## config.mk

```make
export PLATFORM = sky130hd
export DESIGN_NAME = exp_gpio_ctrl
export DESIGN_NICKNAME = d
export VERILOG_FILES = /design/src/rtl/exp_gpio_pkg.sv /design/src/rtl/gpio_in_cond.sv /design/src/rtl/exp_gpio_ctrl.sv
export SDC_FILE = /design/constraint.sdc
export NUM_CORES = 1
export LEC_CHECK = 0
export BUFFER_PORTS_ARGS = -buffer_cell sky130_fd_sc_hd__buf_2
export CAP_MARGIN = 25
export CORE_MARGIN = 3
export CORE_UTILIZATION = 58
export CTS_CLUSTER_SIZE = 8
export DETAILED_ROUTE_END_ITERATION = 8
export PLACE_DENSITY = 0.85
export SLEW_MARGIN = 10
export SYNTH_ARGS = -nofsm -noshare
export SYNTH_HDL_FRONTEND = slang
export SYNTH_SLANG_ARGS = --single-unit
```

## constraint.sdc

```tcl
create_clock -name clk -period 1.8 [get_ports clk]
set_input_delay 0.18 -clock clk [delete_from_list [all_inputs] [get_ports clk]]
set_output_delay 0.18 -clock clk [all_outputs]
set_load 0.005 [all_outputs]
```

## src/rtl/exp_gpio_pkg.sv

```systemverilog
// Shared definitions for the expansion-header GPIO controller: register map, bus width,
// and edge-select encoding.
package exp_gpio_pkg;

    localparam int unsigned REG_W = 32;

    localparam logic [2:0] ADDR_DIR        = 3'd0;
    localparam logic [2:0] ADDR_OUT        = 3'd1;
    localparam logic [2:0] ADDR_IN         = 3'd2;
    localparam logic [2:0] ADDR_IRQ_EN     = 3'd3;
    localparam logic [2:0] ADDR_IRQ_STATUS = 3'd4;
    localparam logic [2:0] ADDR_EDGE_SEL   = 3'd5;

    typedef enum logic {
        EdgeRise = 1'b0,
        EdgeFall = 1'b1
    } edge_sel_e;

endpackage

```

## src/rtl/gpio_in_cond.sv

```systemverilog
// Per-pin input conditioning: 2-FF synchroniser followed by the in_q register.
// With EXP_GPIO_DEBOUNCE_EN defined, in_q only follows a value held stable for DEBOUNCE_CYCLES.
module gpio_in_cond #(
    parameter int unsigned DEBOUNCE_CYCLES = 1000
) (
    input  logic clk,
    input  logic reset_n,
    input  logic pin,
    output logic in_q
);

    logic [1:0] sync_q;

    always_ff @(posedge clk or negedge reset_n) begin
        if (!reset_n) begin
            sync_q <= '0;
        end else begin
            sync_q <= {sync_q[0], pin};
        end
    end

`ifdef EXP_GPIO_DEBOUNCE_EN
    localparam int unsigned CNT_W = $clog2(DEBOUNCE_CYCLES);
    localparam logic [CNT_W-1:0] CNT_MAX = CNT_W'(DEBOUNCE_CYCLES - 1);

    logic [CNT_W-1:0] cnt_q;

    // Counter only runs while the synced value disagrees with in_q; any bounce back clears it.
    always_ff @(posedge clk or negedge reset_n) begin
        if (!reset_n) begin
            cnt_q <= '0;
            in_q  <= 1'b0;
        end else if (sync_q[1] == in_q) begin
            cnt_q <= '0;
        end else if (cnt_q == CNT_MAX) begin
            cnt_q <= '0;
            in_q  <= sync_q[1];
        end else begin
            cnt_q <= cnt_q + 1'b1;
        end
    end
`else
    always_ff @(posedge clk or negedge reset_n) begin
        if (!reset_n) begin
            in_q <= 1'b0;
        end else begin
            in_q <= sync_q[1];
        end
    end
`endif

endmodule

```

## src/rtl/exp_gpio_ctrl.sv

```systemverilog
// Expansion-header GPIO controller: register file, pad drive, edge-detect interrupts.
// Define EXP_GPIO_DEBOUNCE_EN to add per-pin input debouncing.
module exp_gpio_ctrl
    import exp_gpio_pkg::*;
#(
    parameter int unsigned NUM_PINS        = 32,
    parameter int unsigned DEBOUNCE_CYCLES = 1000
) (
    input  logic                clk,
    input  logic                reset_n,
    input  logic                reg_wr,
    input  logic                reg_rd,
    input  logic [2:0]          reg_addr,
    input  logic [REG_W-1:0]    reg_wdata,
    output logic [REG_W-1:0]    reg_rdata,
    output logic                reg_rvalid,
    input  logic [NUM_PINS-1:0] pin_in,
    output logic [NUM_PINS-1:0] pin_out,
    output logic [NUM_PINS-1:0] pin_oe,
    output logic                irq
);

    logic [NUM_PINS-1:0] dir_q, out_q, irq_en_q, irq_status_q, edge_sel_q;
    logic [NUM_PINS-1:0] irq_status_d;
    logic [NUM_PINS-1:0] in_q, in_prev_q, edge_evt;
    logic [NUM_PINS-1:0] wdata_pins, status_clr;
    logic [NUM_PINS-1:0] rd_pins;
    logic [REG_W-1:0]    rdata_d;

    for (genvar i = 0; i < NUM_PINS; i++) begin : g_in
        gpio_in_cond #(
            .DEBOUNCE_CYCLES(DEBOUNCE_CYCLES)
        ) u_in_cond (
            .clk    (clk),
            .reset_n(reset_n),
            .pin    (pin_in[i]),
            .in_q   (in_q[i])
        );
    end

    assign wdata_pins = reg_wdata[NUM_PINS-1:0];
    assign status_clr = (reg_wr && reg_addr == ADDR_IRQ_STATUS) ? wdata_pins : '0;

    // Output pins never raise events; in_prev keeps tracking so a DIR flip sees no stale edge.
    always_comb begin
        edge_evt = '0;
        for (int i = 0; i < NUM_PINS; i++) begin
            if (!dir_q[i]) begin
                if (edge_sel_e'(edge_sel_q[i]) == EdgeFall) begin
                    edge_evt[i] = in_prev_q[i] & ~in_q[i];
                end else begin
                    edge_evt[i] = ~in_prev_q[i] & in_q[i];
                end
            end
        end
    end

    // Set wins over a same-cycle write-1-to-clear.
    assign irq_status_d = (irq_status_q & ~status_clr) | edge_evt;

    always_comb begin
        rd_pins = '0;
        case (reg_addr)
            ADDR_DIR:        rd_pins = dir_q;
            ADDR_OUT:        rd_pins = out_q;
            ADDR_IN:         rd_pins = in_q;
            ADDR_IRQ_EN:     rd_pins = irq_en_q;
            ADDR_IRQ_STATUS: rd_pins = irq_status_q;
            ADDR_EDGE_SEL:   rd_pins = edge_sel_q;
            default:         rd_pins = '0;
        endcase
        rdata_d = '0;
        rdata_d[NUM_PINS-1:0] = rd_pins;
    end

    always_ff @(posedge clk or negedge reset_n) begin
        if (!reset_n) begin
            dir_q        <= '0;
            out_q        <= '0;
            irq_en_q     <= '0;
            irq_status_q <= '0;
            edge_sel_q   <= '0;
            in_prev_q    <= '0;
            pin_out      <= '0;
            pin_oe       <= '0;
            irq          <= 1'b0;
            reg_rdata    <= '0;
            reg_rvalid   <= 1'b0;
        end else begin
            if (reg_wr) begin
                case (reg_addr)
                    ADDR_DIR:      dir_q      <= wdata_pins;
                    ADDR_OUT:      out_q      <= wdata_pins;
                    ADDR_IRQ_EN:   irq_en_q   <= wdata_pins;
                    ADDR_EDGE_SEL: edge_sel_q <= wdata_pins;
                    default:       ;
                endcase
            end
            irq_status_q <= irq_status_d;
            in_prev_q    <= in_q;
            pin_out      <= out_q;
            pin_oe       <= dir_q;
            irq          <= |(irq_status_q & irq_en_q);
            reg_rvalid   <= reg_rd;
            if (reg_rd) begin
                reg_rdata <= rdata_d;
            end
        end
    end

endmodule

```

==> results.ini <==
[outcome]
status = finished clean

[timing]
fin_crit_sh = 0.8487
setup_viol_count_final = 0
fmax_ghz = 0.6546
slew_headroom = 0.6705
rsz0062_at_grt = false
finalClockSkew_ns = 0.01465
finalMaxSlewViolations = 0
setup_tns_ns = 0
finalHoldViolCount = 0
worst_pin_slew_ns = 0.4937
fin_crit_ns = 1.528

[final_layout]
antenna_cells = 0
final_nets = 1304
fill_cells = 1384
layout-drive-gt1-share = 0.3595
final_cell_area_sq_um = 17750
area_growth_pct = 24.85
final_cells = 1554
seq_area_sq_um = 9659
multiInputGateArea_sq_um = 4349
post-route-util = 0.7474

[global_route]
grt_max_degree = 74
grt_pass1_vias = 10260
grt_pass1_wl_microns = 57360
grt_usage = 0.2813
grt_overflow = 0
antenna_found_initial = 0

[clocking]
clk_pin_slew_worst_paths_ns = 0.05
insertion_delay_ns = 0.55
postCtsSetupBuffers = 0
htreeDepth = 2
cts_inserted_buffers = 54
cts_tree = built
cts_root_buf = clkbuf_16
holdBufCountCts = 65
cts_resized = 0
cts.sinks = 386
clockBufferDepth = 3

[detailed_routing]
first_pass_iters = 6
avgViaCountPerCell = 6.097
vias = 9475
drt_iter0_markers = 808
finalWirelength_microns = 36800
routedWlPerCell_microns = 23.68
drt.antenna.violating_nets = 0
drc_errors = 0

[pwr]
powerDensity_nw_per_um2 = 1278
design_power_total_mw = 22.69
ir_worst_vdd_mv = 1.075
power_leakage_nw = 7.799

[yosys]
ys_warn_count = 0
ys_seq_area_frac = 0.6793
synthArstFlopShare = 1.000
avgSynthCellArea_sq_um = 15.03
synth_area_leader_cell = dfrtp_1
syn_inst = 946
synth_common_cells = dfrtp_1, mux2_2, nand2_1
synthDistinctLibCells = 38
synth_top_area_frac = 0.6793
synth_flop_cell = dfrtp_1
yosys-top-cells-area = dfrtp_1, mux2_2, o2bb2ai_1
synth_nets = 1017
synth-seq-cells = 386
synth-edff-count = 0
synth.most_common_cell = dfrtp_1
netlist_area_sq_um = 14220

[worst_setup_path]
reg2reg_from = irq_status_q[10]
worstPathRequired_ns = 2.21
cp-start-kind = flop
critPathTopFamily = simple AND/OR/NAND/NOR gates
r2r_cells = 3
r2r_slack_ns = 0.27
timing.rr.end = irq
cp_slowest_cell = or4_1
arrival_ns = 1.94
cp_slowest_stage_delay_ns = 0.48
crit_type = reg2reg
critPathCaptureType = flop
path_cells = a22oi_1 -> nand4_1 -> or4_1
crit_buf_inv = 0
path_max_fanout = 3

[placement]
place_inst = 1431
gp_congestion = 0.8770
placed_area_sq_um = 15710
dp_hpwl_microns = 22200
io_buffer_count = 168

[flow_run]
maxCapViolCount = 0

[worst_hold_path]
hold_path.class = in2reg
hold_start = reg_rd
hold_depth = 2
min_to = reg_rvalid

[die]
coreArea_sq_um = 23750
initial_utilization = 0.5987
io_pins = 169
die_x_microns = 162.6
die_height_microns = 162.6
die_area_sq_um = 26430
rows = 56

-- power breakdown --
| part | switching (mW) | leakage (nW) | total [mW] | internal (mW) |
|---|---|---|---|---|
| sequential | 1.13 | 4.50 | 11.2 | 10.1 |
| clock | 3.36 | 0.686 | 8.60 | 5.24 |
| combinational | 1.30 | 2.61 | 2.91 | 1.60 |
-- layer usage --
metal	track usage	wire [microns]	vias up
li1	-	-	4021
met1	0.3655	14320	4857
met2	0.4671	18250	482
met3	0.05112	2757	115
met4	0.1288	1471	0
met5	0	0	-
-- cell usage in the layout (no fill, tap or decap), types with 2 or more instances in the layout --
master / n
dlygate4sd3_1: 65
nor4b_1: 2
o221ai_1: 8
inv_6: 2
o22a_1: 10
mux4_2: 6
nor2_1: 29
nand4_1: 5
inv_1: 2
dfrtp_1: 386
a21oi_1: 35
a221oi_1: 4
mux2_2: 161
a41oi_1: 2
nor3b_4: 3
a32oi_1: 14
mux2_1: 3
buf_4: 33
or2_2: 2
nor3b_1: 32
o2bb2ai_1: 40
nand2_1: 44
buf_2: 166
a31oi_1: 17
clkbuf_16: 54
nand2b_1: 3
buf_12: 10
a22oi_1: 31
nor2b_1: 32
mux2i_1: 21
-- logic make-up after synthesis --
kind of cell / synth area share
AOI/OAI and AO/OA: 0.08597
buffers and inverters: 0.01733
DFF: 0.6793
muxes: 0.1542
and+or+nand+nor: 0.06326
-- metrics by stage --
| stage | hold WS [ns] | worst slack [ns] |
|---|---|---|
| finish | 0.1062 | 0.2723 |
| global route | 0.09363 | 0.2588 |
| CTS | 0.07724 | 0.2799 |
| detailed placement | 0.08567 | 0.1031 |
| global placement | 0.08531 | 0.1515 |
| floorplan | -0.1156 | 0.4404 |
-- state kept, by name, summed over array words and instances, names as in the netlist --
name	cells
edge_sel_q	32
in_prev_q	32
pin_oe	32
out_q	32
irq_en_q	32
pin_out	32
g_in.u_in_cond.sync_q	64
reg_rdata	32
dir_q	32
irq_status_q	32
reg_rvalid	1
irq	1
g_in.u_in_cond.in_q	32
-- final cells by class --
class                           instances  area share
Multi-Input combinational cell        514      0.2450
Timing Repair Buffer                  275      0.1095
Tap cell                              319     0.02248
Clock buffer                           54     0.07612
Clock inverter                          4    0.002396
Sequential cell                       386      0.5441
Inverter                                2   0.0004229
-- worst max path at each step --
stage / slack [ns] / cells past startpoint / to / startpoint
final: 0.27 / 3 / irq / irq_status_q[10]
after floorplan: 0.44 / 3 / reg_rdata[16] / edge_sel_q[16]
after global routing: 0.26 / 3 / irq / irq_status_q[10]
after detailed placement: 0.10 / 5 / edge_sel_q[18] / reg_addr[0]
after global placement: 0.15 / 5 / edge_sel_q[1] / reg_addr[0]
after CTS: 0.28 / 3 / irq / irq_status_q[10]
No activity file was read; power rests on OpenSTA's default activity.
